$ cat src/rtl/bsg_wormhole_network_test_node_master.sv
// Traffic master for the loopback test: sends numbered packets and checks the flits that come back.
// Latency: first flit is valid the cycle after en_i; done_o rises the cycle after the final flit returns.
// Backpressure: outgoing data is held while ready_and_rev is low; incoming flits are always accepted.
module bsg_wormhole_network_test_node_master #(
  parameter int flit_width_p        = 32,
  parameter int dims_p              = 2,
  parameter int cord_markers_pos_p [dims_p:0] = '{5, 4, 0},
  parameter int len_width_p         = 4,
  parameter int num_packets_width_p = 16,
  localparam int cord_width_lp      = cord_markers_pos_p[dims_p],
  localparam int link_width_lp      = flit_width_p + 2
) (
  input  logic                           clk_i,
  input  logic                           reset_i,
  input  logic                           en_i,
  input  logic [cord_width_lp-1:0]       my_cord_i,
  input  logic [cord_width_lp-1:0]       dest_cord_i,
  input  logic [len_width_p-1:0]         len_i,
  input  logic [num_packets_width_p-1:0] num_packets_i,
  input  logic [link_width_lp-1:0]       link_i,
  output logic [link_width_lp-1:0]       link_o,
  output logic [num_packets_width_p-1:0] sent_count_o,
  output logic [num_packets_width_p-1:0] recv_count_o,
  output logic                           error_o,
  output logic                           done_o
);

  localparam int dw_lp = flit_width_p - cord_width_lp - len_width_p;

  typedef enum logic [1:0] {IDLE, SEND, WAIT, DONE} state_e;

  state_e                         state_r, state_n;
  logic [len_width_p-1:0]         len_r;
  logic [num_packets_width_p-1:0] num_r;
  logic [num_packets_width_p-1:0] tx_seq_r, rx_seq_r;
  logic [len_width_p-1:0]         tx_idx_r, rx_idx_r;
  logic [num_packets_width_p-1:0] sent_r, recv_r, recv_next;
  logic                           error_r;

  // Link fields are packed {v, data, ready_and_rev}, v in the MSB.
  logic                    in_v, in_ready, out_v;
  logic [flit_width_p-1:0] in_data, out_data, rx_expect;
  logic [dw_lp-1:0]        tx_payload, rx_payload;

  assign in_v     = link_i[link_width_lp-1];
  assign in_data  = link_i[link_width_lp-2:1];
  assign in_ready = link_i[0];

  // Payload is the low bits of {seq, idx}; a pure function of registers so it is stall-stable.
  assign tx_payload = dw_lp'({tx_seq_r, tx_idx_r});
  assign rx_payload = dw_lp'({rx_seq_r, rx_idx_r});
  assign out_data   = {tx_payload, len_r, dest_cord_i};
  assign rx_expect  = {rx_payload, len_r, my_cord_i};
  assign link_o     = {out_v, out_data, 1'b1};

  logic tx_fire, tx_last, rx_active, rx_take, rx_pkt_end;

  assign tx_fire    = out_v & in_ready;
  assign tx_last    = (tx_idx_r == len_r);
  // Flits are only expected while running and before every packet has come back.
  assign rx_active  = ((state_r == SEND) || (state_r == WAIT)) && (recv_r != num_r);
  assign rx_take    = in_v & rx_active;
  assign rx_pkt_end = rx_take & (rx_idx_r == len_r);
  assign recv_next  = recv_r + num_packets_width_p'(rx_pkt_end);

  // State register.
  always_ff @(posedge clk_i) begin
    if (!reset_i) state_r <= IDLE;
    else          state_r <= state_n;
  end

  // Next-state and per-state outputs; WAIT looks at recv_next so done_o follows the last flit by one cycle.
  always_comb begin
    state_n = state_r;
    out_v   = 1'b0;
    done_o  = 1'b0;
    case (state_r)
      IDLE: begin
        if (en_i) state_n = (num_packets_i == '0) ? DONE : SEND;
      end
      SEND: begin
        out_v = 1'b1;
        if (tx_fire && tx_last && ((sent_r + num_packets_width_p'(1)) == num_r)) state_n = WAIT;
      end
      WAIT: begin
        if (recv_next == num_r) state_n = DONE;
      end
      DONE: begin
        done_o = 1'b1;
      end
      default: state_n = IDLE;
    endcase
  end

  // Run parameters, TX/RX counters and the sticky error flag; TX and RX advance independently.
  always_ff @(posedge clk_i) begin
    if (!reset_i) begin
      len_r    <= '0;
      num_r    <= '0;
      tx_seq_r <= '0;
      tx_idx_r <= '0;
      rx_seq_r <= '0;
      rx_idx_r <= '0;
      sent_r   <= '0;
      recv_r   <= '0;
      error_r  <= 1'b0;
    end else begin
      if (state_r == IDLE && en_i) begin
        len_r    <= len_i;
        num_r    <= num_packets_i;
        tx_seq_r <= '0;
        tx_idx_r <= '0;
        rx_seq_r <= '0;
        rx_idx_r <= '0;
        sent_r   <= '0;
        recv_r   <= '0;
      end else begin
        if (tx_fire) begin
          if (tx_last) begin
            tx_idx_r <= '0;
            tx_seq_r <= tx_seq_r + num_packets_width_p'(1);
            sent_r   <= sent_r + num_packets_width_p'(1);
          end else begin
            tx_idx_r <= tx_idx_r + len_width_p'(1);
          end
        end
        // A bad flit still advances the counters so the stream stays aligned.
        if (rx_take) begin
          if (rx_pkt_end) begin
            rx_idx_r <= '0;
            rx_seq_r <= rx_seq_r + num_packets_width_p'(1);
            recv_r   <= recv_next;
          end else begin
            rx_idx_r <= rx_idx_r + len_width_p'(1);
          end
        end
      end
      if (in_v && (!rx_active || (in_data != rx_expect))) error_r <= 1'b1;
    end
  end

  assign sent_count_o = sent_r;
  assign recv_count_o = recv_r;
  assign error_o      = error_r;

endmodule

$ cat config.mk
export PLATFORM = sky130hd
export DESIGN_NAME = bsg_wormhole_network_test_node_master
export DESIGN_NICKNAME = d
export VERILOG_FILES = /design/src/rtl/bsg_wormhole_network_test_node_master.sv
export SDC_FILE = /design/constraint.sdc
export NUM_CORES = 1
export LEC_CHECK = 0
export ABC_AREA = 0
export CELL_PAD_IN_SITES_DETAIL_PLACEMENT = 0
export CELL_PAD_IN_SITES_GLOBAL_PLACEMENT = 1
export CORE_UTILIZATION = 38
export CTS_BUF_LIST = sky130_fd_sc_hd__clkbuf_4
export DETAILED_ROUTE_END_ITERATION = 6
export PLACE_DENSITY_LB_ADDON = 0.1
export RECOVER_POWER = 25
export SYNTH_ARGS = -nofsm -noshare
export SYNTH_HDL_FRONTEND = slang
export SYNTH_SLANG_ARGS = --single-unit
$ cat constraint.sdc
create_clock -name clk_i -period 4.5 [get_ports clk_i]
set_input_delay 0.9 -clock clk_i [delete_from_list [all_inputs] [get_ports clk_i]]
set_output_delay 0.9 -clock clk_i [all_outputs]
set_load 0.02 [all_outputs]
After elaboration in Yosys (flattened, before gate mapping)
Cells that the tools add are included.
W data, S select, Z words.
{"block": "word_totals", "out_inout_bits": 68, "register_bits": 95, "in_bits": 67}
{"block": "op_classes", "n_addsub": 6, "reduce_logical": 15, "muxes": 9, "eq_ne": 12, "n_bitwise": 4}
{"cell": "$add A16 B1 Y16 const B", "n": 3}
{"cell": "$eq A16 B16 Y1", "n": 2}
{"cell": "$ne A32 B29 Y1", "n": 1}
{"cell": "$add A16 B1 Y16", "n": 1}
{"cell": "$logic_not A16 Y1", "n": 1}
{"cell": "$ne A16 B16 Y1", "n": 1}
{"cell": "$add A4 B1 Y4 const B", "n": 2}
{"cell": "$eq A4 B4 Y1", "n": 2}
{"cell": "$mux W2", "n": 4}
{"cell": "$mux W4", "n": 2}
{"cell": "$pmux W2 S3", "n": 1}
{"cell": "$logic_and A1 B1 Y1", "n": 5}
{"cell": "$eq A2 B2 Y1 const B", "n": 2}
{"cell": "$ne A2 B1 Y1 const B", "n": 2}
{"cell": "$reduce_and A2 Y1", "n": 2}
{"cell": "$reduce_and A4 Y1", "n": 1}
{"cell": "$and A1 B1 Y1", "n": 3}
{"cell": "$reduce_bool A3 Y1", "n": 1}
{"cell": "$eq A2 B1 Y1 const B", "n": 1}
{"cell": "$logic_not A2 Y1", "n": 1}
{"cell": "$logic_or A1 B1 Y1", "n": 2}
{"cell": "$mux W1", "n": 2}
{"cell": "$ne A2 B2 Y1 const B", "n": 1}
{"cell": "$reduce_or A2 Y1", "n": 1}
{"cell": "2 further kinds", "n": 2}

Depth between registers and ports, before layout
{"block": "depth", "depth_word": 9, "mapped_depth": 16, "ltp_nobuf": 14}

Worst setup path before layout
OpenSTA, ideal clock, no wires.
{"block": "synth_path", "path_kind": "register to register", "startpoint": "reg recv_r[6], in the netlist recv_count_o[6]", "endpoint": "reg state_r[0]", "stages_incl_launch_ff": 17, "arrival_ps": 3878, "t_required_ps": 4379, "path_buffers": 2, "setup_ps": 121, "setup_slack_ps": 501, "path_cell_list": "dfxtp_1 clkbuf_1 xor2_1 nor4_1 nand4_1 o2111ai_1 inv_2 buf_1 ha_1 ha_1 nand3_1 nor2_1 xor2_1 or4_1 o41ai_1 nand4_1 mux2i_1"}
{"block": "synth_via", "elab_chain_cells": 8}
{"element": "start, declared", "line_no": "37", "rtl": "logic [num_packets_width_p-1:0] sent_r, recv_r, recv_next;"}
{"element": "start signal, assigned", "line_no": "132", "rtl": "recv_r <= recv_next;"}
{"element": "$ne A16 B16 Y1", "line_no": "61", "rtl": "assign rx_active = ((state_r == SEND) || (state_r == WAIT)) && (recv_r != num_r);"}
{"element": "$logic_and A1 B1 Y1", "line_no": "61"}
{"element": "$and A1 B1 Y1", "line_no": "62", "rtl": "assign rx_take = in_v & rx_active;"}
{"element": "$and A1 B1 Y1", "line_no": "63", "rtl": "assign rx_pkt_end = rx_take & (rx_idx_r == len_r);"}
{"element": "$add A16 B1 Y16 (*)", "line_no": "64", "rtl": "assign recv_next = recv_r + num_packets_width_p'(rx_pkt_end);"}
{"element": "$eq A16 B16 Y1 (*)", "line_no": "86", "rtl": "if (recv_next == num_r) state_n = DONE;"}
{"element": "$ne A2 B1 Y1 (no line) (*)"}
{"element": "$reduce_and A4 Y1 (no line) (*)"}
{"element": "end signal, assigned", "line_no": "69", "rtl": "else state_r <= state_n;"}
{"element": "end, declared", "line_no": "32", "rtl": "state_e state_r, state_n;"}
Mark *: on every way between the ends. The rest lies on a longest branch, timed or not.
A chain may end at the register's enable or synchronous reset.

Final worst setup path
{"block": "layout_path", "startpoint": "reg recv_r[3], in the netlist recv_count_o[3]", "endpoint": "reg state_r[1]"}
Same word-level chain as after synthesis.

==> report_table.html <==
<table>
<tr><th>Metric</th><th>Value</th></tr>
<tr><th colspan="2">Outcome</th></tr>
<tr><td>Result of the run</td><td>finished with violations</td></tr>
<tr><td>Violations in the final reports</td><td>capacitance limit, slew limit</td></tr>
<tr><th colspan="2">Drt</th></tr>
<tr><td>Via count normalized by instance count</td><td>between 5 and 6</td></tr>
<tr><td># DRC</td><td>0</td></tr>
<tr><td>First-pass iteration count of the detailed router</td><td>5</td></tr>
<tr><td>DRT Wirelength</td><td>roughly 16000 microns</td></tr>
<tr><td>Drt first-iter violations</td><td>234</td></tr>
<tr><td>Number of routed nets with antenna violations</td><td>0</td></tr>
<tr><td>Vias</td><td>5150</td></tr>
<tr><td>Wire per inst</td><td>16.1 microns</td></tr>
<tr><th colspan="2">Critical path</th></tr>
<tr><td>Cell type of the slowest stage on the worst timing path</td><td>sky130_fd_sc_hd__or4_1</td></tr>
<tr><td>Type of element launching the critical path</td><td>register</td></tr>
<tr><td>Worst EP required</td><td>approximately 5 ns</td></tr>
<tr><td>Data arrival time of the critical path</td><td>about 4.3 ns</td></tr>
<tr><td>Critical Path Max Stage Delay</td><td>0.53 ns</td></tr>
<tr><td>Cells traversed along the worst timing path</td><td>xnor2_1, nand4_1, or3_1, o2111ai_1, inv_2, ha_1, ha_1, nand3_1, nor2_1, xor2_1, or4_1, o41ai_1, nand4_1, mux2i_1</td></tr>
<tr><td>Crit Path Max Fanout</td><td>8</td></tr>
<tr><td>Buffering stage count on the worst path with inverters included</td><td>1</td></tr>
<tr><td>Crit Path Class</td><td>reg2reg</td></tr>
<tr><td>CP Capture Type</td><td>register</td></tr>
<tr><td>Top cell family by delay on the critical path</td><td>simple AND/OR/NAND/NOR gates</td></tr>
<tr><th colspan="2">Clock tree</th></tr>
<tr><td>Sinks on the clock net</td><td>95</td></tr>
<tr><td>Number of hold buffers added after cts</td><td>0</td></tr>
<tr><td>H-tree depth</td><td>3</td></tr>
<tr><td>Clock buffers created by TritonCTS</td><td>9</td></tr>
<tr><td>Post-CTS clock slew at the launch and capture registers of the worst setup and hold paths</td><td>0.15 ns</td></tr>
<tr><td>Post-CTS Setup Repair Bufs</td><td>0</td></tr>
<tr><td>TritonCTS clock tree</td><td>built</td></tr>
<tr><td>Clock latency of the later-clocked register in the worst-skew pair</td><td>0.46 ns</td></tr>
<tr><td>Maximum root-to-sink buffer count</td><td>2</td></tr>
<tr><td>Root buffer cell</td><td>sky130_fd_sc_hd__clkbuf_4</td></tr>
<tr><td>Post-cts gate resize count</td><td>0</td></tr>
<tr><th colspan="2">Place</th></tr>
<tr><td>Post-DP HPWL</td><td>12300 microns</td></tr>
<tr><td>Post-placement setup slack</td><td>0.318 ns</td></tr>
<tr><td>Placed Instance Area</td><td>7030 sq um</td></tr>
<tr><td>Port Buf Inserts</td><td>120</td></tr>
<tr><td>Routability congestion estimate</td><td>0.869</td></tr>
<tr><th colspan="2">Power</th></tr>
<tr><td>Pwr Density</td><td>around 300 nW/um^2</td></tr>
<tr><td>Leak Pwr</td><td>2.58 nW</td></tr>
<tr><td>Peak ir drop on the vdd network</td><td>roughly 150 uV</td></tr>
<tr><th colspan="2">Final layout</th></tr>
<tr><td>Commonest cells after routing, fill and taps aside</td><td>117 x sky130_fd_sc_hd__clkdlybuf4s50_1, 95 x sky130_fd_sc_hd__dfxtp_1, 82 x sky130_fd_sc_hd__nor2_1, 82 x sky130_fd_sc_hd__nand2_1, 76 x sky130_fd_sc_hd__xor2_1</td></tr>
<tr><td>Fraction of layout instances using a drive strength above 1</td><td>0.0444</td></tr>
<tr><td>Final nets</td><td>~900</td></tr>
<tr><td>Most common cell after layout, fill and taps aside</td><td>sky130_fd_sc_hd__clkdlybuf4s50_1</td></tr>
<tr><td>Final design utilization</td><td>0.492</td></tr>
<tr><td>P&amp;R area growth vs syn</td><td>26.0%</td></tr>
<tr><td>Cell area after layout</td><td>7180 sq um</td></tr>
<tr><th colspan="2">Run</th></tr>
<tr><td>Max_cap viols</td><td>1</td></tr>
<tr><th colspan="2">Logic synthesis</th></tr>
<tr><td>Sequential area share after synthesis</td><td>0.334</td></tr>
<tr><td>Number of enable-type register cells in the synthesized netlist</td><td>0</td></tr>
<tr><td>Primary flip-flop cell chosen by synthesis mapping</td><td>sky130_fd_sc_hd__dfxtp_1</td></tr>
<tr><td>Flip-flop and latch count after synthesis</td><td>95</td></tr>
<tr><td>Synth warnings</td><td>0</td></tr>
<tr><td>Mapped cell area</td><td>between 5000 and 6000 sq um</td></tr>
<tr><td>Mean area per synthesized cell</td><td>8.09 sq um</td></tr>
<tr><td>Cell variety after synth</td><td>58</td></tr>
<tr><td>FFs w/ async S/R, synth</td><td>0</td></tr>
<tr><td>Syn Inst Count</td><td>approximately 700</td></tr>
<tr><th colspan="2">STA</th></tr>
<tr><td>Setup repair after global routing missed its margin</td><td>no</td></tr>
<tr><td>Top achievable clock speed</td><td>0.253 GHz</td></tr>
<tr><td>Max Transition Viols Final</td><td>50</td></tr>
<tr><td>Number of hold violations in the final report</td><td>0</td></tr>
<tr><td>Clock Skew</td><td>0.0108 ns</td></tr>
<tr><td>Worst Slack Setup Final</td><td>~0.54 ns</td></tr>
<tr><td>Setup TNS Final</td><td>0 ns</td></tr>
<tr><td>Relative max-transition margin</td><td>-0.556</td></tr>
<tr><td>Final clock period utilization by the worst path</td><td>0.879</td></tr>
<tr><td>Minimum clock period after layout</td><td>roughly 4.0 ns</td></tr>
<tr><td>Setup Viol. Count Final</td><td>0</td></tr>
<tr><td>Least-Margin Pin Slew</td><td>roughly 2.3 ns</td></tr>
<tr><th colspan="2">Die</th></tr>
<tr><td>Number of standard-cell rows in the floorplan</td><td>between 40 and 50</td></tr>
<tr><td>Die Span X</td><td>124 microns</td></tr>
<tr><td>Starting density of the core</td><td>0.390</td></tr>
<tr><td># IOs</td><td>approximately 140</td></tr>
<tr><td>Area of the core</td><td>~15000 sq um</td></tr>
<tr><td>Vertical extent of the die</td><td>124 microns</td></tr>
<tr><td>Die area</td><td>between 15000 and 20000 sq um</td></tr>
<tr><th colspan="2">Global routing</th></tr>
<tr><td>Via count of the first global-routing pass</td><td>5190</td></tr>
<tr><td>Largest net degree at the start of global routing</td><td>50</td></tr>
<tr><td>Number of antenna violations at the first check in global routing</td><td>2</td></tr>
<tr><td>Wire length of the first global-routing pass</td><td>26700 microns</td></tr>
<tr><td>Overall track demand over capacity in global routing</td><td>0.215</td></tr>
<tr><td>Global route total overflow</td><td>0</td></tr>
<tr><th colspan="2">Worst hold path</th></tr>
<tr><td>Min-delay worst type</td><td>reg2reg</td></tr>
</table>
-- per-stage QoR --
step / hold slack (ns) / std cells / total power, mW
5_1_grt: 0.527 / 997 / 2.30
6_report: 0.482 / 997 / 2.16
2_1_floorplan: 0.471 / 706 / 1.41
3_5_place_dp: 0.461 / 979 / 1.67
4_1_cts: 0.496 / 994 / 2.21
3_3_place_gp: 0.459 / 979 / 1.66
-- cell type report --
cell class | count | area [sq um]
Fill cell | 1443 | 7410
Multi-Input combinational cell | 548 | 3510
Sequential cell | 95 | 1900
Timing Repair Buffer | 135 | 1300
Tap cell | 184 | 230
Clock inverter | 5 | 82.6
Clock buffer | 10 | 75.1
Inverter | 17 | 63.8
Antenna cell | 3 | 7.51
-- cell usage after synthesis (4+ instances only) --
library cell / instances / area share
sky130_fd_sc_hd__clkbuf_1: 23 / 0.015
sky130_fd_sc_hd__nor2_1: 82 / 0.054
sky130_fd_sc_hd__nor3_1: 14 / 0.012
sky130_fd_sc_hd__a21boi_0: 21 / 0.028
sky130_fd_sc_hd__and3_1: 10 / 0.011
sky130_fd_sc_hd__a31oi_1: 4 / 0.0044
sky130_fd_sc_hd__or3_1: 11 / 0.012
sky130_fd_sc_hd__and4_1: 9 / 0.014
sky130_fd_sc_hd__nand2_1: 82 / 0.054
sky130_fd_sc_hd__dfxtp_1: 95 / 0.33
sky130_fd_sc_hd__xor2_1: 76 / 0.12
sky130_fd_sc_hd__nand4_1: 27 / 0.030
sky130_fd_sc_hd__xnor2_1: 64 / 0.098
sky130_fd_sc_hd__inv_1: 16 / 0.011
sky130_fd_sc_hd__o21ai_0: 14 / 0.012
sky130_fd_sc_hd__buf_4: 10 / 0.013
sky130_fd_sc_hd__ha_1: 12 / 0.026
sky130_fd_sc_hd__mux2i_1: 5 / 0.0088
sky130_fd_sc_hd__a21oi_1: 18 / 0.016
sky130_fd_sc_hd__buf_2: 9 / 0.0079
sky130_fd_sc_hd__nand3_1: 35 / 0.031
sky130_fd_sc_hd__nor4_1: 15 / 0.016
-- power breakdown --
part,total [mW],internal (mW),switching (mW),leakage [nW]
clock,0.527,0.231,0.296,0.0869
sequential,0.962,0.888,0.0740,0.769
combinational,0.671,0.283,0.389,1.72
-- flip-flops by register name (all words and copies together), names as in the netlist, 4 cells and up --
register / cells
len_r: 4
num_r: 16
recv_count_o: 16
rx_idx_r: 4
rx_seq_r: 16
sent_count_o: 16
tx_idx_r: 4
tx_seq_r: 16
-- final timing paths --
check                        from         end  slack, ns  cells past startpoint
hold reg to reg           error_o     error_o       0.48                      1
setup / recovery  recv_count_o[3]  state_r[1]       0.54                     14
hold / removal            error_o     error_o       0.48                      1
setup reg to reg  recv_count_o[3]  state_r[1]       0.54                     14
-- worst reg2reg max path: stages, from the launching register on --
cell and delay (ns):
sky130_fd_sc_hd__dfxtp_1 0.51, sky130_fd_sc_hd__xnor2_1 0.21, sky130_fd_sc_hd__nand4_1 0.20, sky130_fd_sc_hd__or3_1 0.41, sky130_fd_sc_hd__o2111ai_1 0.26, sky130_fd_sc_hd__inv_2 0.09
sky130_fd_sc_hd__ha_1 0.24, sky130_fd_sc_hd__ha_1 0.27, sky130_fd_sc_hd__nand3_1 0.19, sky130_fd_sc_hd__nor2_1 0.12, sky130_fd_sc_hd__xor2_1 0.15, sky130_fd_sc_hd__or4_1 0.53
sky130_fd_sc_hd__o41ai_1 0.31, sky130_fd_sc_hd__nand4_1 0.21, sky130_fd_sc_hd__mux2i_1 0.16
-- logic make-up (layout without fill, tap and decap cells) --
logic type / count (synthesis) / in the layout / synth area share
simple gates: 309 / 309 / 0.271
xor+xnor: 140 / 140 / 0.215
flops: 95 / 95 / 0.334
compound gates: 78 / 78 / 0.0925
buf+inv: 63 / 167 / 0.0505
fa+ha+maj: 12 / 12 / 0.0264
mux: 5 / 5 / 0.00879
other cells: 2 / 7 / 0.00132
-- layer usage --
| metal | track usage | part of all wire | vias up |
|---|---|---|---|
| li1 | - | - | 2597 |
| met5 | 0 | 0 | - |
| met3 | 0.0421 | 0.037 | 23 |
| met2 | 0.371 | 0.49 | 113 |
| met4 | 0.0687 | 0.021 | 0 |
| met1 | 0.266 | 0.45 | 2417 |
(Power assumes the default switching activity.)
